`src/rtl/core_fpu_pkg.sv`:
```
// Shared FP op codes, sequencer state encoding and op-class helpers.
// No logic of its own; the decode stage uses the same op codes.
// Backpressure: n/a.
package core_fpu_pkg;

  localparam logic [2:0] OP_FADD = 3'd0;
  localparam logic [2:0] OP_FSUB = 3'd1;
  localparam logic [2:0] OP_FMUL = 3'd2;
  localparam logic [2:0] OP_FDIV = 3'd3;
  localparam logic [2:0] OP_FEQ  = 3'd4;
  localparam logic [2:0] OP_FLT  = 3'd5;
  localparam logic [2:0] OP_FLE  = 3'd6;
  localparam logic [2:0] OP_RSVD = 3'd7;

  typedef enum logic [1:0] {
    ST_IDLE   = 2'd0,
    ST_ISSUE  = 2'd1,
    ST_WAIT_R = 2'd2,
    ST_DONE   = 2'd3
  } fpu_state_t;

  // Compare ops return a single truth bit in RESULT[0].
  function automatic logic is_cmp_op(input logic [2:0] op);
    return (op == OP_FEQ) || (op == OP_FLT) || (op == OP_FLE);
  endfunction

endpackage

```
`src/rtl/core_axis_hold.sv`:
```
// One AXI-Stream source slot: holds TDATA and TVALID from load until the handshake.
// Latency: TVALID rises the edge after load, falls the edge after TVALID&&TREADY.
// Backpressure: holds indefinitely while TREADY is low; flush forces TVALID low at once.
module core_axis_hold #(
  parameter int W = 32
) (
  input  logic         CLK,
  input  logic         RST,
  input  logic         load,
  input  logic [W-1:0] load_dat,
  input  logic         flush,
  input  logic         tready,
  output logic         tvalid,
  output logic [W-1:0] tdata,
  output logic         hold
);

  logic         vld_q;
  logic [W-1:0] dat_q;

  // Valid/data slot: flush wins, then load, then clear on handshake.
  always_ff @(posedge CLK or posedge RST) begin
    if (RST) begin
      vld_q <= 1'b0;
      dat_q <= '0;
    end else if (flush) begin
      vld_q <= 1'b0;
    end else if (load) begin
      vld_q <= 1'b1;
      dat_q <= load_dat;
    end else if (vld_q && tready) begin
      vld_q <= 1'b0;
    end
  end

  // An abort withdraws the offer in the same cycle so no late transfer slips through.
  assign tvalid = vld_q && !flush;
  assign tdata  = dat_q;
  // Still outstanding after this cycle.
  assign hold   = vld_q && !tready;

endmodule

```
`src/rtl/core_fpu_ctrl.sv`:
```
// Sequences one FP op: issue A/B/OP streams, accept R, return result with a DONE pulse.
// Latency: 3 cycles REQ->DONE with all readys high; watchdog aborts after TIMEOUT_CYCLES.
// Backpressure: each input stream waits on its own TREADY; R_TREADY only in WAIT_R.
module core_fpu_ctrl #(
  parameter int TIMEOUT_CYCLES = 1024,
  parameter int CNT_W          = 11
) (
  input  logic        CLK,
  input  logic        RST,
  input  logic        REQ,
  input  logic [2:0]  REQ_OP,
  input  logic [31:0] REQ_RS1,
  input  logic [31:0] REQ_RS2,
  input  logic [4:0]  REQ_RD,
  output logic        BUSY,
  output logic        DONE,
  output logic [31:0] RESULT,
  output logic [4:0]  RESULT_RD,
  output logic        ERR,
  output logic [31:0] A_TDATA,
  output logic        A_TVALID,
  input  logic        A_TREADY,
  output logic [31:0] B_TDATA,
  output logic        B_TVALID,
  input  logic        B_TREADY,
  output logic [7:0]  OP_TDATA,
  output logic        OP_TVALID,
  input  logic        OP_TREADY,
  input  logic [31:0] R_TDATA,
  input  logic        R_TVALID,
  output logic        R_TREADY
);

  import core_fpu_pkg::*;

  // wd_cnt holds the number of in-flight cycles before the current one,
  // so the abort fires during the TIMEOUT_CYCLES-th in-flight cycle.
  localparam int               WD_LAST_I = (TIMEOUT_CYCLES > 0) ? TIMEOUT_CYCLES - 1 : 0;
  localparam logic [CNT_W-1:0] WD_LAST   = CNT_W'(WD_LAST_I);

  fpu_state_t       state_q, state_d;
  logic [CNT_W-1:0] wd_cnt;
  logic [2:0]       op_q;
  logic [4:0]       rd_q;
  logic [31:0]      result_q;
  logic             err_q, err_d;
  logic             load, capture;
  logic             in_flight, abort;
  logic             a_hold, b_hold, op_hold;

  assign in_flight = (state_q == ST_ISSUE) || (state_q == ST_WAIT_R);
  assign abort     = (TIMEOUT_CYCLES != 0) && in_flight && (wd_cnt == WD_LAST);

  core_axis_hold #(.W(32)) u_hold_a (
    .CLK(CLK), .RST(RST), .load(load), .load_dat(REQ_RS1), .flush(abort),
    .tready(A_TREADY), .tvalid(A_TVALID), .tdata(A_TDATA), .hold(a_hold)
  );

  core_axis_hold #(.W(32)) u_hold_b (
    .CLK(CLK), .RST(RST), .load(load), .load_dat(REQ_RS2), .flush(abort),
    .tready(B_TREADY), .tvalid(B_TVALID), .tdata(B_TDATA), .hold(b_hold)
  );

  core_axis_hold #(.W(8)) u_hold_op (
    .CLK(CLK), .RST(RST), .load(load), .load_dat({5'b0, REQ_OP}), .flush(abort),
    .tready(OP_TREADY), .tvalid(OP_TVALID), .tdata(OP_TDATA), .hold(op_hold)
  );

  // Next-state, issue load, result capture and error pulse decode.
  always_comb begin
    state_d = state_q;
    load    = 1'b0;
    capture = 1'b0;
    err_d   = 1'b0;
    case (state_q)
      ST_IDLE: begin
        if (REQ) begin
          if (REQ_OP == OP_RSVD) begin
            err_d = 1'b1;
          end else begin
            load    = 1'b1;
            state_d = ST_ISSUE;
          end
        end
      end
      ST_ISSUE: begin
        if (abort) begin
          err_d   = 1'b1;
          state_d = ST_IDLE;
        end else if (!(a_hold || b_hold || op_hold)) begin
          state_d = ST_WAIT_R;
        end
      end
      ST_WAIT_R: begin
        if (abort) begin
          err_d   = 1'b1;
          state_d = ST_IDLE;
        end else if (R_TVALID) begin
          capture = 1'b1;
          state_d = ST_DONE;
        end
      end
      ST_DONE: begin
        state_d = ST_IDLE;
      end
      default: state_d = ST_IDLE;
    endcase
  end

  // State, error pulse and watchdog registers.
  always_ff @(posedge CLK or posedge RST) begin
    if (RST) begin
      state_q <= ST_IDLE;
      err_q   <= 1'b0;
      wd_cnt  <= '0;
    end else begin
      state_q <= state_d;
      err_q   <= err_d;
      wd_cnt  <= in_flight ? wd_cnt + 1'b1 : '0;
    end
  end

  // Op/rd captured at issue; result formatted by op class on acceptance.
  always_ff @(posedge CLK or posedge RST) begin
    if (RST) begin
      op_q     <= OP_FADD;
      rd_q     <= '0;
      result_q <= '0;
    end else begin
      if (load) begin
        op_q <= REQ_OP;
        rd_q <= REQ_RD;
      end
      if (capture) begin
        result_q <= is_cmp_op(op_q) ? {31'b0, R_TDATA[0]} : R_TDATA;
      end
    end
  end

  assign R_TREADY  = (state_q == ST_WAIT_R) && !abort;
  assign BUSY      = (state_q != ST_IDLE);
  assign DONE      = (state_q == ST_DONE);
  assign ERR       = err_q;
  assign RESULT    = result_q;
  assign RESULT_RD = rd_q;

endmodule

```
`config.mk`:
```
export PLATFORM = sky130hd
export DESIGN_NAME = core_fpu_ctrl
export DESIGN_NICKNAME = d
export VERILOG_FILES = /design/src/rtl/core_fpu_pkg.sv /design/src/rtl/core_axis_hold.sv /design/src/rtl/core_fpu_ctrl.sv
export SDC_FILE = /design/constraint.sdc
export NUM_CORES = 1
export LEC_CHECK = 0
export CORE_MARGIN = 2
export CORE_UTILIZATION = 40
export CTS_CLUSTER_DIAMETER = 200
export DETAILED_ROUTE_END_ITERATION = 6
export PLACE_DENSITY = 0.75
export REMOVE_ABC_BUFFERS = 1
export SLEW_MARGIN = 20
export SYNTH_ARGS = -nofsm -noshare
export SYNTH_HDL_FRONTEND = slang
export SYNTH_HIERARCHICAL = 1
export SYNTH_SLANG_ARGS = --single-unit
```
`constraint.sdc`:
```
create_clock -name CLK -period 2.4 [get_ports CLK]
set_input_delay 0.24 -clock CLK [delete_from_list [all_inputs] [get_ports CLK]]
set_output_delay 0.24 -clock CLK [all_outputs]
set_load 0.03 [all_outputs]
```
==> summary.md <==
| Metric | Value |
|---|---|
| Largest family of logic cells by synthesized area | multiplexers |
| Area grow syn2layout | 55.52% |
| Flip-flop and latch count after synthesis | around 130 |
| Pwr Total | between 0.01 and 0.015 W |
| Capturing element type of the critical path | primary output |
| Setup slack, reg-to-reg | between 0.2 and 0.25 ns |
| YS warnings | 6 |
| Ant diodes | 0 |
| GRT overflow | 0 |
| Max-cap violation count | 0 |
| Achievable Freq | 421.2 MHz |
| Min-Delay Path Class | in -> async |
| Cell area after synthesis | 5564 um^2 |
| Mux share of post-synthesis cell area | around a fifth |
| Count leader, synth | dfrtp_1 |
| Post-synthesis simple-gate area fraction | under 10% |
| Complex-gate fraction of the synthesized area | 5.195% |
| Post-DRT Antenna Nets | 0 |
| Non-filler cells, final | 847 |
| Clock Sinks | about 130 |
| Critical path fanouts, max | 4 |
| CTS tree | built |
| Top cell type by total area after synthesis | dfrtp_1 |
| Die area | approximately 15000 um^2 |
| H-tree Lvls | 4 |
| Share of cells above drive strength 1 | a little over a fifth |
| Synth top cells by count | dfrtp_1, mux2_4, nand2_1 |
| Yosys cell types | 38 |
| Area share of the largest cell type after synthesis | about three fifths |
| Mean Syn Cell Area | 13.67 um^2 |
| Clk pin slew, worst setup/hold paths | ~0.06 ns |
| WS Path Type | reg -> out |
| XOR/XNOR share of the synthesized area | under 10% |
| Area of the core | between 10000 and 15000 um^2 |
| Chip width | about 120 um |
| Actual slew at the worst max-slew pin | between 0.9 and 1 ns |
| CP required | roughly 2.2 ns |
| Initial antenna violation count | 0 |
| Clock period minus worst slack | approximately 2.4 ns |
| Worst VDD drop | around 0.64 mV |
| Clk buf depth | 2 |
| Adder-cell share of the synthesized area | roughly 1.1% |
| Hold Vio Cnt, Final | 0 |
| CP Launch Type | flop |
| # IOs | between 200 and 250 |
| Die height | approximately 120 um |
| Number of global-route vias before repair | approximately 4100 |
| P_leak | between 3 and 4 nW |
| Sequential fraction of the synthesis area | ~58% |
| Vias per cell | 4.668 |
| DP Cell Count | 812 |
| Critical Path AT | roughly 2.1 ns |
| Worst setup margin | between 0.02 and 0.03 ns |
| GRT Util Overall | a little under a fifth |
| I/O Buffers | roughly 230 |
| Async SR Flop Fraction | 100.0% |
| Detailed Route WL | roughly 13000 um |
| Starting Density | 40.56% |
| R2r worst-path depth | 7 |
| Final period util | about 99% |
| DP Wirelength | approximately 10000 um |
| FF-to-FF End | RESULT[18]$_DFFE_PP0P_ |
| Vias | 3954 |
| Pre-CTS setup slack | 0.05576 ns |
| Clk_lat worst skew | 0.41 ns |
| Detailed Routing Iterations Pass 1 | 4 |
| First-pass GRT wire length | approximately 21000 um |
| Fin. max-slew vios | 0 |
| First-iteration detailed-routing DRC count | 132 |
| Synthesized instance count | between 400 and 500 |
| Pin count of the biggest net entering global routing | 34 |
| Pwr dens | 1478 nW/um^2 |
| Setup violators final | 0 |
| Gpl congestion | 0.7682 |
| Unrepaired setup endpoints after global routing | yes |
| Status | finished, final reports clean |
| Clock Skew | about 0.011 ns |
| Root Buffer | clkbuf_16 |
| Clock buffer count from CTS | 17 |
| Nets@finish | a little under 800 |
| Reg-to-Reg Start | state_q[0]$_DFFE_PP0P_ |
| Avg WL per Cell | 15.88 um |
| Main synth FF type | dfrtp_1 |
| Number of cell rows | 43 |
| Worst rel slew slack | a little over a third |
| DRC errors left | 0 |
| Top post-synthesis cells by area | dfrtp_1, mux2_4, nand2_1 |
| Number of synthesized flops with an enable pin | 0 |
| Hold_buf cts | 0 |
[registers in the layout, indices dropped and copies added (netlist names)]
register and cells:
RESULT_RD 5, wd_cnt 11, u_hold_b/vld_q 1, op_q 3
u_hold_op/tdata 8, u_hold_a/tdata 32, ERR 1, state_q 2
u_hold_b/tdata 32, u_hold_a/vld_q 1, RESULT 32, u_hold_op/vld_q 1
[logic make-up (layout without fill, tap and decap cells)]
family	after synthesis	count (layout)
adder cells (fa/ha/maj)	5	5
AO/OA/AOI/OAI	47	47
multiplexers	80	80
XOR/XNOR	7	7
flip-flops	129	129
AND/OR/NAND/NOR	108	108
buffers and inverters	30	286
other	1	5
[worst max-delay path by stage]
stage,start,endpoint,slack (ns),cells after the start
3_5_place_dp,state_q[0]$_DFFE_PP0P_,OP_TVALID,0.06,6
3_3_place_gp,state_q[1]$_DFFE_PP0P_,OP_TVALID,0.15,6
2_1_floorplan,state_q[0]$_DFFE_PP0P_,u_hold_a/tdata[3]$_DFFE_PP0P_,-1.80,6
4_1_cts,state_q[0]$_DFFE_PP0P_,OP_TVALID,-0.04,6
5_1_grt,state_q[0]$_DFFE_PP0P_,OP_TVALID,-0.11,6
6_report,state_q[0]$_DFFE_PP0P_,OP_TVALID,0.03,6
[critical path: stages (launching register included)]
cell,delay (ns)
dfrtp_1,0.39
inv_1,0.10
ha_1,0.31
nand3b_1,0.15
nor3_4,0.26
and2b_2,0.24
clkdlybuf4s15_2,0.28
[final cells by class]
type                    count  area, um^2
multi-input cells         252        2125
clock buffers              19       442.9
clock inverters            13       183.9
flip-flops and latches    129        3228
inverters                  10       37.54
well taps                 180       225.2
repair buffers            244        2411
fillers                  1059        5066
[power by group]
| part | internal (W) | total (W) | switching (W) |
|---|---|---|---|
| Sequential | 0.00315 | 0.00371 | 0.000551 |
| Clock | 0.00177 | 0.00270 | 0.000935 |
| Combinational | 0.00308 | 0.00638 | 0.00330 |
[through the flow]
step | setup TNS, ns | hold WS [ns] | area (um^2) | util, %
2_1_floorplan | -111.44 | 0.06792 | 5369 | -
6_report | 0 | 0.2506 | 8653 | 63.07
3_5_place_dp | 0 | 0.4726 | 8006 | 58.36
4_1_cts | -0.05528 | 0.2466 | 8638 | 62.96
3_3_place_gp | 0 | 0.4609 | 8006 | 58.36
5_1_grt | -0.1806 | 0.2937 | 8653 | 63.07
[cell usage in the layout (no fill, tap or decap), types with 8 or more instances in the layout]
cell type        count
and2_1               8
buf_4               17
clkbuf_16           17
clkdlybuf4s50_1    222
dfrtp_1            129
inv_1                9
mux2_2              12
mux2_4              68
nand2_1             67
nor2b_1              9
o21ai_0             32
[layer usage]
metal	up-vias	GRT usage, %	wire length, um
li1	1861	-	-
met1	1919	22.00	5724
met2	163	29.19	6276
met3	11	7.725	1290
met4	0	6.322	162
met5	-	0	0
[timing repair]
item | 4_1_cts | 5_1_grt
gates resized for setup | 6 | 4
pin swaps | 1 | 2
setup endpoints to repair | 4 | 4
setup buffers | 0 | 3
Power figures use the tool's default switching activity.
